File: config.mk
export PLATFORM = sky130hd
export DESIGN_NAME = comparator_nb_seq
export DESIGN_NICKNAME = d
export VERILOG_FILES = /design/src/rtl/comparator_pkg.sv /design/src/rtl/comparator_chunk.sv /design/src/rtl/comparator_nb_seq.sv
export SDC_FILE = /design/constraint.sdc
export NUM_CORES = 1
export LEC_CHECK = 0
export CAP_MARGIN = 5
export CORE_AREA = 2 2 77 79
export DETAILED_ROUTE_END_ITERATION = 12
export DIE_AREA = 0 0 79 81
export PLACE_DENSITY = 0.81
export SYNTH_ARGS = -nofsm -noshare
export SYNTH_HDL_FRONTEND = slang
export SYNTH_SLANG_ARGS = --single-unit
File: constraint.sdc
create_clock -name clk -period 1.8 [get_ports clk]
set_input_delay 0.36 -clock clk [delete_from_list [all_inputs] [get_ports clk]]
set_output_delay 0.36 -clock clk [all_outputs]
set_load 0.01 [all_outputs]
File: src/rtl/comparator_pkg.sv
// Shared types for the sequential magnitude comparator: FSM states, chunk verdicts
// and the count-width helper.
package comparator_pkg;

  typedef enum logic [1:0] {
    IDLE = 2'd0,
    CMP  = 2'd1,
    DONE = 2'd2
  } state_t;

  typedef enum logic [1:0] {
    RES_LT = 2'd0,
    RES_EQ = 2'd1,
    RES_GT = 2'd2
  } res_t;

  // Count must hold NCHUNK itself, hence one bit more than the index.
  function automatic int cw_calc(input int nchunk);
    return $clog2(nchunk) + 1;
  endfunction

endpackage

File: src/rtl/comparator_chunk.sv
// Combinational CHUNK-bit magnitude cell producing a single gt/eq/lt verdict.
module comparator_chunk
  import comparator_pkg::*;
#(
  parameter int CHUNK = 4
) (
  input  logic [CHUNK-1:0] a,
  input  logic [CHUNK-1:0] b,
  output res_t             res
);

  always_comb begin
    res = RES_EQ;
    if (a > b)
      res = RES_GT;
    else if (a < b)
      res = RES_LT;
  end

endmodule

File: src/rtl/comparator_nb_seq.sv
// Multi-cycle N-bit magnitude comparator, MSB chunk first with early exit.
// Define SIGNED_CMP_EN for a two's-complement compare; unsigned otherwise.
module comparator_nb_seq
  import comparator_pkg::*;
#(
  parameter  int WIDTH  = 16,
  parameter  int CHUNK  = 4,
  localparam int NCHUNK = WIDTH / CHUNK,
  localparam int CW     = cw_calc(WIDTH / CHUNK)
) (
  input  logic             clk,
  input  logic             rst,
  input  logic             in_valid,
  output logic             in_ready,
  input  logic [WIDTH-1:0] a,
  input  logic [WIDTH-1:0] b,
  output logic             out_valid,
  input  logic             out_ready,
  output logic             a_great_b,
  output logic             a_equal_b,
  output logic             a_less_b,
  output logic [CW-1:0]    cmp_cycles
);

  localparam int IW = (NCHUNK > 1) ? $clog2(NCHUNK) : 1;

`ifdef SIGNED_CMP_EN
  // Flipping both sign bits maps two's-complement order onto unsigned order.
  localparam logic [WIDTH-1:0] MSB_FLIP = {1'b1, {(WIDTH-1){1'b0}}};
`else
  localparam logic [WIDTH-1:0] MSB_FLIP = '0;
`endif

  state_t           state_reg;
  logic [WIDTH-1:0] a_reg, b_reg;
  logic [IW-1:0]    idx_reg;
  logic [CW-1:0]    count_reg;
  logic [CW-1:0]    count_next;
  logic             pend_reg, last_reg;
  logic [CHUNK-1:0] chunk_a_reg, chunk_b_reg;
  logic             a_great_b_reg, a_equal_b_reg, a_less_b_reg;
  logic [CW-1:0]    cmp_cycles_reg;
  res_t             cell_res;

  logic [CHUNK-1:0] a_chunks [NCHUNK];
  logic [CHUNK-1:0] b_chunks [NCHUNK];

  genvar gi;
  generate
    for (gi = 0; gi < NCHUNK; gi++) begin : g_chunk
      assign a_chunks[gi] = a_reg[gi*CHUNK +: CHUNK];
      assign b_chunks[gi] = b_reg[gi*CHUNK +: CHUNK];
    end
  endgenerate

  // The selected chunk pair is registered so the wide mux and the compare
  // cell sit in separate cycles; the decision trails idx by one cycle.
  comparator_chunk #(.CHUNK(CHUNK)) u_chunk (
    .a   (chunk_a_reg),
    .b   (chunk_b_reg),
    .res (cell_res)
  );

  assign count_next = count_reg + CW'(1);

  always_ff @(posedge clk or posedge rst) begin
    if (rst) begin
      state_reg      <= IDLE;
      a_reg          <= '0;
      b_reg          <= '0;
      idx_reg        <= '0;
      count_reg      <= '0;
      pend_reg       <= 1'b0;
      last_reg       <= 1'b0;
      chunk_a_reg    <= '0;
      chunk_b_reg    <= '0;
      a_great_b_reg  <= 1'b0;
      a_equal_b_reg  <= 1'b0;
      a_less_b_reg   <= 1'b0;
      cmp_cycles_reg <= '0;
    end else begin
      case (state_reg)
        IDLE: begin
          if (in_valid) begin
            a_reg     <= a ^ MSB_FLIP;
            b_reg     <= b ^ MSB_FLIP;
            idx_reg   <= IW'(NCHUNK - 1);
            count_reg <= '0;
            pend_reg  <= 1'b0;
            last_reg  <= 1'b0;
            state_reg <= CMP;
          end
        end
        CMP: begin
          chunk_a_reg <= a_chunks[idx_reg];
          chunk_b_reg <= b_chunks[idx_reg];
          pend_reg    <= 1'b1;
          last_reg    <= (idx_reg == '0);
          if (idx_reg != '0)
            idx_reg <= idx_reg - IW'(1);
          if (pend_reg) begin
            count_reg <= count_next;
            if (cell_res != RES_EQ || last_reg) begin
              a_great_b_reg  <= (cell_res == RES_GT);
              a_equal_b_reg  <= (cell_res == RES_EQ);
              a_less_b_reg   <= (cell_res == RES_LT);
              cmp_cycles_reg <= count_next;
              state_reg      <= DONE;
            end
          end
        end
        DONE: begin
          if (out_ready) begin
            a_great_b_reg  <= 1'b0;
            a_equal_b_reg  <= 1'b0;
            a_less_b_reg   <= 1'b0;
            cmp_cycles_reg <= '0;
            state_reg      <= IDLE;
          end
        end
        default: state_reg <= IDLE;
      endcase
    end
  end

  assign in_ready   = (state_reg == IDLE);
  assign out_valid  = (state_reg == DONE);
  assign a_great_b  = a_great_b_reg;
  assign a_equal_b  = a_equal_b_reg;
  assign a_less_b   = a_less_b_reg;
  assign cmp_cycles = cmp_cycles_reg;

endmodule
== After elaboration in Yosys (flattened, before gate mapping) ==
Cells that the tools add are included.
Widths: inputs -> output; s select.
Storage, ports and cells
  register bits after elaboration: 55
  bits in latches: 0
  bits in writable memories: 0
  bits in read-only memories: 0
  input port bits: 36
  output and inout port bits: 8
  word-level logic and storage cells: 78
  memories: 0
Operators by class
  add/subtract/negate cells: 2
  multiply operators: 0
  divide/modulo/power cells: 0
  magnitude comparators: 3
  equal/unequal tests: 10
  shifts and indexed selects: 0
  mux-type cells: 36
  bitwise operators: 1
  reduce and logical (&&, ||, !) cells: 13
Operator list (number)
  $bmux 4 s2: 2
  $mux 4: 4
  $mux 3: 5
  $mux 2: 7
  $pmux 3 s2: 2
  $pmux 1 s2: 5
  $mux 1: 9
  $ne 2x2->1 const B: 4
  $reduce_and 4->1: 2
  $logic_not 2->1: 3
  $pmux 2 s3: 1
  $reduce_and 3->1: 2
  $reduce_bool 2->1: 3
  $eq 2x1->1 const B: 2
  $eq 2x2->1 const B: 2
  $gt 4x4->1: 1
  $lt 4x4->1: 1
  $ne 2x1->1 const B: 2
  $pmux 2 s2: 1
  $reduce_and 2->1: 2
  $add 3x1->3 const B: 1
  $ge 3x3->1 const B: 1
  $not 2->3: 1
  $sub 2x1->2 const B: 1
  $logic_or 1x1->1: 1

== Logic depth before layout (Yosys ltp) ==
Gate-level depths: netlist of the first run.
  depth after elaboration: 8
  mapped depth: 6

== Modules after synthesis ==
Synthesis of the first run repeated with hierarchy kept, for this count alone.
Second synthesis, totals
  cell total of the unflattened synthesis: 199
  area total of the unflattened synthesis: 2703.8 um^2
By module, submodules not included
  comparator_nb_seq: instances 1, cells an instance 184, area each 2596.2 um^2, sequential area each 1376.3 um^2
  comparator_chunk: instances 1, cells an instance 15, area each 107.6 um^2, sequential area each 0.0 um^2

== Least setup slack after synthesis of the first run ==
No wires, ideal clock.
  path kind: reg2reg
  from: reg chunk_a_reg[3]
  to: reg a_great_b_reg (netlist: a_great_b)
  library setup time: 122 ps
  arrival: 1458 ps
  setup slack: 221 ps
  cell stages (with the launch flop): 6
  path buffers: 0
  cell sequence: dfrtp_1 -> ha_1 -> a21oi_1 -> a311o_1 -> nand2_4 -> a32o_1
On the way
  longest elaborated chain between the ends: 7
  elaborated cells on any way between the ends: 12
  those cells by class: order compare: 2; eq/ne: 3; mux: 5; reduce/logical: 2
RTL lines
  start: declaration: RTL line comparator_nb_seq.sv:40  | logic [CHUNK-1:0] chunk_a_reg, chunk_b_reg;
  start signal: assignment: RTL line comparator_nb_seq.sv:95  | chunk_a_reg <= a_chunks[idx_reg];
  $lt 4x4->1: RTL line comparator_chunk.sv:16  | else if (a < b)
  $mux 1: RTL line comparator_chunk.sv:16
  $mux 2 (*): RTL line comparator_chunk.sv:14  | if (a > b)
  $eq 2x2->1 / $ne 2x1->1 (equally long branches): RTL line comparator_nb_seq.sv:104, comparator_nb_seq.sv:103
  $mux 1 / $logic_or 1x1->1 (equally long branches): RTL line comparator_nb_seq.sv:103  | if (cell_res != RES_EQ || last_reg) begin
  $mux 1 / $ne 2x2->1 (equally long branches)
  $pmux 1 s2 / $reduce_and 4->1 (equally long branches)
  end signal: assignment: RTL line comparator_nb_seq.sv:104  | a_great_b_reg <= (cell_res == RES_GT);
  end: declaration: RTL line comparator_nb_seq.sv:41  | logic a_great_b_reg, a_equal_b_reg, a_less_b_reg;
Every way passes the cells marked *; elsewhere a longest branch is shown, timed or not. The select of a mux whose other input is x is not followed.
A chain may end at the register's enable or synchronous reset.

== Worst setup path after layout of the first run ==
  from: reg chunk_a_reg[3]
  to: reg cmp_cycles_reg[2] (netlist: cmp_cycles[2])
On the way
  longest elaborated chain between the ends: 7
  elaborated cells on any way between the ends: 8
  those cells by class: order compare: 2; eq/ne: 2; mux: 2; reduce/logical: 2
RTL lines
  $lt 4x4->1: RTL line comparator_chunk.sv:16
  $mux 1: RTL line comparator_chunk.sv:16
  $mux 2 (*): RTL line comparator_chunk.sv:14
  $ne 2x1->1 (*): RTL line comparator_nb_seq.sv:103
  $logic_or 1x1->1 (*): RTL line comparator_nb_seq.sv:103
  $ne 2x2->1 (no source line) (*)
  $reduce_and 4->1 (no source line) (*)
  end signal: assignment: RTL line comparator_nb_seq.sv:107  | cmp_cycles_reg <= count_next;
  end: declaration: RTL line comparator_nb_seq.sv:42  | logic [CW-1:0] cmp_cycles_reg;
Every way passes the cells marked *; elsewhere a longest branch is shown, timed or not.

==> results of run 1 <==
-- Yosys cell counts --
| master | number |
|---|---|
| mux2_2 | 1 |
| buf_6 | 1 |
| nand4_2 | 1 |
| mux2_4 | 3 |
| o31ai_1 | 1 |
| o21ai_0 | 6 |
| buf_2 | 9 |
| inv_1 | 11 |
| nand3b_1 | 1 |
| dfrtp_1 | 55 |
| a32o_1 | 2 |
| and2b_1 | 1 |
| a21o_1 | 3 |
| nand2b_1 | 2 |
| buf_4 | 1 |
| and3b_1 | 1 |
| a311o_1 | 1 |
| o21ai_1 | 4 |
| nand2_1 | 111 |
| mux2i_1 | 3 |
| nor2_1 | 4 |
| nor2b_1 | 1 |
| mux4_1 | 5 |
| a21oi_1 | 5 |
| nand2_4 | 1 |
| xnor2_1 | 1 |
| mux4_2 | 3 |
| nor3b_4 | 1 |
| ha_1 | 6 |
| nor3_1 | 2 |
| a32oi_1 | 1 |
-- worst paths after layout --
check                      slack [ns]      startpoint  cells past startpoint              to
max in group asynchronous        1.18             rst                      3    state_reg[0]
min                              0.39             rst                      3  chunk_b_reg[0]
max                              0.08  chunk_a_reg[3]                      5   cmp_cycles[2]
min in group clk                 0.48        b_reg[0]                      2        b_reg[0]
max reg2reg                      0.08  chunk_a_reg[3]                      5   cmp_cycles[2]
min reg2reg                      0.48        b_reg[0]                      2        b_reg[0]
-- critical path: stages, from the launching register on --
cell and delay [ns]:
dfrtp_1 0.40, ha_1 0.35, nand4_2 0.17, a311o_1 0.41
nand2_4 0.13, mux2i_1 0.18
-- through the flow --
step | hold WS [ns] | util, % | std cells
after floorplan | 0.437 | - | 248
after global placement | 0.450 | 54.1 | 362
after detailed placement | 0.455 | 54.1 | 362
after CTS | 0.398 | 56.0 | 372
after global routing | 0.400 | 56.1 | 372
final | 0.386 | 56.1 | 372
-- cells by family (layout without fill, tap and decap cells) --
family | Yosys count | after routing | synth area share, %
adders and majority gates | 6 | 6 | 2.98
DFF | 55 | 55 | 54.6
and+or+nand+nor | 126 | 126 | 20.9
buffers and inverters | 22 | 71 | 4.17
AOI/OAI and AO/OA | 23 | 23 | 5.71
muxes | 15 | 15 | 11.3
xor gates and xnor gates | 1 | 1 | 0.347
-- final cells by class --
cell class,count,area [µm²]
fillers,512,2490
flip-flops and latches,55,1380
multi-input cells,171,1040
clock inverters,3,25.0
inverters,11,41.3
repair buffers,52,533
clock buffers,5,68.8
well taps,75,93.8
-- metal layers --
layer | up-vias | track usage, % | share of wire (%)
li1 | 907 | - | -
met1 | 857 | 18.3 | 44
met2 | 50 | 27.4 | 50
met3 | 7 | 4.00 | 5.2
met4 | 0 | 5.34 | 1.4
met5 | - | 0 | 0
-- power by group through the flow --
stage               clock, W  sequential, W  combinational (W)
CTS                 0.000710        0.00214            0.00213
global route        0.000769        0.00220            0.00236
floorplan                  0        0.00205            0.00156
global placement           0        0.00213            0.00202
finish              0.000691        0.00213            0.00212
detailed placement         0        0.00217            0.00208
-- repair_timing --
action,CTS,global route
gates resized for setup,4,1
pin swaps,0,0
setup buffers,2,0
endpoints found under the setup margin,2,2
cloned,0,0
==> flow_summary.json, run 1 <==
{
  "track_usage_pct": 15.4,
  "grt_overflow_total": 0,
  "pwr-share-clk_pct": 14.0,
  "final_max_slew_viol_count": 0,
  "swShare_pct": 35.8,
  "switchingPower_w": 0.00177,
  "area_delta_synth_final_pct": 26.3,
  "ys_types": 31,
  "crit_path_end_kind": "flop",
  "combPwrFrac_pct": 42.9,
  "p_total_w": 0.00494,
  "io_pins": 44,
  "final_area_um2": 3180,
  "dieArea_um2": 6400,
  "postPlaceCellArea_um2": 3070,
  "synth_area_leaders": "dfrtp_1, nand2_1, mux4_1",
  "pwr-share-seq_pct": 43.1,
  "cts_tree": "done",
  "status": "complete, no violations",
  "cts_sinks": 55,
  "antenna_found_initial": 0,
  "syn_area_per_cell_um2": 10.2,
  "setup_tns_ns": 0,
  "power_leakage_nw": 1.58,
  "drtIter0Drc": 105,
  "synth-seq-area-share_pct": 54.6,
  "place_congestion": 0.905,
  "die_w_um": 79,
  "wl_mm": 4.59,
  "fin_ws_ns": 0.0844,
  "ys_ff_latch": 55,
  "maxSlewHeadroom_pct": 76.4,
  "p_per_area_nw_per_um2": 1550,
  "clk_pin_slew_worst_paths_ns": 0.10,
  "worst_slew_pin_slew_ns": 0.354,
  "drc": 0,
  "drv_cap": 0,
  "first_global_vias": 1791,
  "cts_buffers": 5,
  "nets": 338,
  "drt_pre_antenna_iters": 4,
  "vias_per_cell": 4.90,
  "hold_buffers": 0,
  "row_count": 28,
  "clock_latency_ns": 0.31,
  "startpoint_type": "flop",
  "synthCells": 248,
  "fin_skew_ns": 0.00754,
  "yosysWarnings": 0,
  "grt_pass1_wl_mm": 7.69,
  "max_freq_mhz": 583,
  "crit_type": "reg -> reg",
  "place_ws_ns": 0.104,
  "num_vias": 1821,
  "coreArea_um2": 5680,
  "grt_max_degree": 44,
  "cts_htree_levels": 2,
  "final_cell_mix": "nand2_1, dfrtp_1, clkdlybuf4s50_1, inv_1",
  "clockRootBuffer": "clkbuf_8",
  "hold_viol": 0,
  "path_max_fanout": 6,
  "avgRoutedWirePerCell_um": 12.3,
  "critPathArrivalTime_ns": 1.95,
  "antenna_cells": 0,
  "layout_min_cycle_time_ns": 1.72,
  "drive_gt1_share_pct": 10.4,
  "drtAntennaViolNets": 0,
  "layout_commonest_cell": "nand2_1",
  "synth_fp_nets": 290,
  "yosys.area.top_type": "dfrtp_1",
  "min_period_over_period_pct": 95.3,
  "peakVddDrop_uv": 637,
  "setup_violations": 0,
  "holdCritPathClass": "in -> async",
  "cp.required_ns": 2.04,
  "start_util_pct": 44.4,
  "die_h_um": 81,
  "synthesis.area_um2": 2520,
  "clk_path_buf_depth": 2,
  "synth_top_area_share_pct": 54.6,
  "io_buffers": 43,
  "internal_power_w": 0.00317,
  "rsz0062_at_grt": "false",
  "dp_hpwl_mm": 3.34
}
Note: power is estimated with default switching activity, not from simulation.
==> inputs of run 2 (changes only) <==
--- a/config.mk
+++ b/config.mk
@@ -9,6 +9,7 @@
 export CORE_AREA = 2 2 77 79
 export DETAILED_ROUTE_END_ITERATION = 12
 export DIE_AREA = 0 0 79 81
+export MAX_ROUTING_LAYER = met4
 export PLACE_DENSITY = 0.81
 export SYNTH_ARGS = -nofsm -noshare
 export SYNTH_HDL_FRONTEND = slang
==> flow_summary.json, run 2 (synthesized netlist as in run 1, its figures left out) <==
{
  "status": "complete, no violations",
  "coreArea_um2": 5680,
  "rsz0062_at_grt": "false",
  "cts_buffers": 5,
  "num_vias": 1821,
  "grt_overflow_total": 0,
  "path_max_fanout": 6,
  "layout_min_cycle_time_ns": 1.72,
  "drc": 0,
  "use_met3_pct": 4.00,
  "slowest_stage": "a311o_1",
  "wl_mm": 4.58,
  "layout_commonest_cell": "nand2_1",
  "met1_usage_pct": 18.3,
  "worst_slew_pin_slew_ns": 0.354,
  "regToRegSetupSlack_ns": 0.08,
  "drt_pre_antenna_iters": 4,
  "crit_family": "compound AO/OA/AOI/OAI gates",
  "startpoint_type": "flop",
  "cts_sinks": 55,
  "cts_htree_levels": 2,
  "start_util_pct": 44.4,
  "grt_pass1_wl_mm": 7.69,
  "fin_skew_ns": 0.00754,
  "crit_path_end_kind": "flop",
  "track_usage_pct": 15.9,
  "dieArea_um2": 6400,
  "antenna_found_initial": 0,
  "nets": 338,
  "path_cells": "ha_1 -> nand4_2 -> a311o_1 -> nand2_4 -> mux2i_1",
  "die_h_um": 81,
  "drv_cap": 0,
  "grt_max_degree": 44,
  "drive_gt1_share_pct": 10.4,
  "avgRoutedWirePerCell_um": 12.3,
  "setup_tns_ns": 0,
  "clk_path_buf_depth": 2,
  "peakVddDrop_uv": 637,
  "place_ws_ns": 0.104,
  "top_usage_layer": "met2",
  "drtIter0Drc": 105,
  "fin_ws_ns": 0.0844,
  "place_congestion": 0.920,
  "drtAntennaViolNets": 0,
  "min_period_over_period_pct": 95.3,
  "cp.required_ns": 2.04,
  "holdCritPathClass": "in -> async",
  "clockRootBuffer": "clkbuf_8",
  "row_count": 28,
  "power_leakage_nw": 1.58,
  "io_pins": 44,
  "max_freq_mhz": 583,
  "maxSlewHeadroom_pct": 76.4,
  "crit_type": "reg -> reg",
  "clk_pin_slew_worst_paths_ns": 0.10,
  "cpPeakStageDelay_ns": 0.41,
  "grt.met2_usage_pct": 27.4,
  "setup_violations": 0,
  "first_global_vias": 1792,
  "clock_latency_ns": 0.31,
  "io_buffers": 43,
  "final_max_slew_viol_count": 0,
  "hold_viol": 0,
  "p_per_area_nw_per_um2": 1550,
  "critPathArrivalTime_ns": 1.95,
  "antenna_cells": 0,
  "dp_hpwl_mm": 3.34,
  "cts_tree": "done",
  "die_w_um": 79,
  "area_delta_synth_final_pct": 26.3,
  "critPathBufInv": 0,
  "vias_per_cell": 4.90,
  "final_cell_mix": "nand2_1, dfrtp_1, clkdlybuf4s50_1, inv_1"
}
==> run 2: cell counts in the layout (fill, tap and decap cells not counted) <==
No cell type changed its count.
==> run 2: layer usage <==
layer / share of wire (%) / wire (µm)
met5: 0 / 0
met4: 1.4 / 65
met3: 5.0 / 231
met1: 44 / 2000
met2: 50 / 2290
==> run 2: final cells by class <==
cell class	count	area, µm²
timing repair buffer	52	533
sequential	55	1380
multi-input combinational	171	1040
inverter	11	41.3
clock inverter	3	25.0
tap	75	93.8
fill	512	2490
clock buffer	5	68.8
==> run 2: timing repair <==
item,CTS,global route
buffers inserted,2,0
resized for setup,4,1
gates cloned,0,0
hold buffers,0,0
endpoints found under the setup margin,2,2
==> run 2: where the power goes <==
group          switching, W  internal, W  total [W]
combinational       0.00102      0.00110    0.00212
clock              0.000412     0.000279   0.000691
sequential         0.000336      0.00179    0.00213
total               0.00177      0.00317    0.00494
==> run 2: path summary, 6_finish.rpt <==
check / start / endpoint / cells past startpoint
setup / recovery: chunk_a_reg[3] / cmp_cycles[2] / 5
hold / removal: rst / chunk_b_reg[0] / 3
setup reg to reg: chunk_a_reg[3] / cmp_cycles[2] / 5
hold reg to reg: b_reg[0] / b_reg[0] / 2
max in group asynchronous: rst / state_reg[0] / 3
min in group clk: b_reg[0] / b_reg[0] / 2
==> run 2: through the flow <==
stage / hold slack, ns / area [µm²] / util [%] / power [W] / std cells
2_1_floorplan: 0.437 / 2520 / - / 0.00361 / 248
3_3_place_gp: 0.450 / 3070 / 54.1 / 0.00416 / 362
3_5_place_dp: 0.455 / 3070 / 54.1 / 0.00425 / 362
4_1_cts: 0.398 / 3180 / 56.0 / 0.00498 / 372
5_1_grt: 0.400 / 3180 / 56.1 / 0.00533 / 372
6_report: 0.386 / 3180 / 56.1 / 0.00494 / 372
==> run 2: tightest hold or removal path, cell delays in order <==
cell and delay, ns:
clkdlybuf4s50_1 0.41, inv_2 0.08, buf_4 0.20
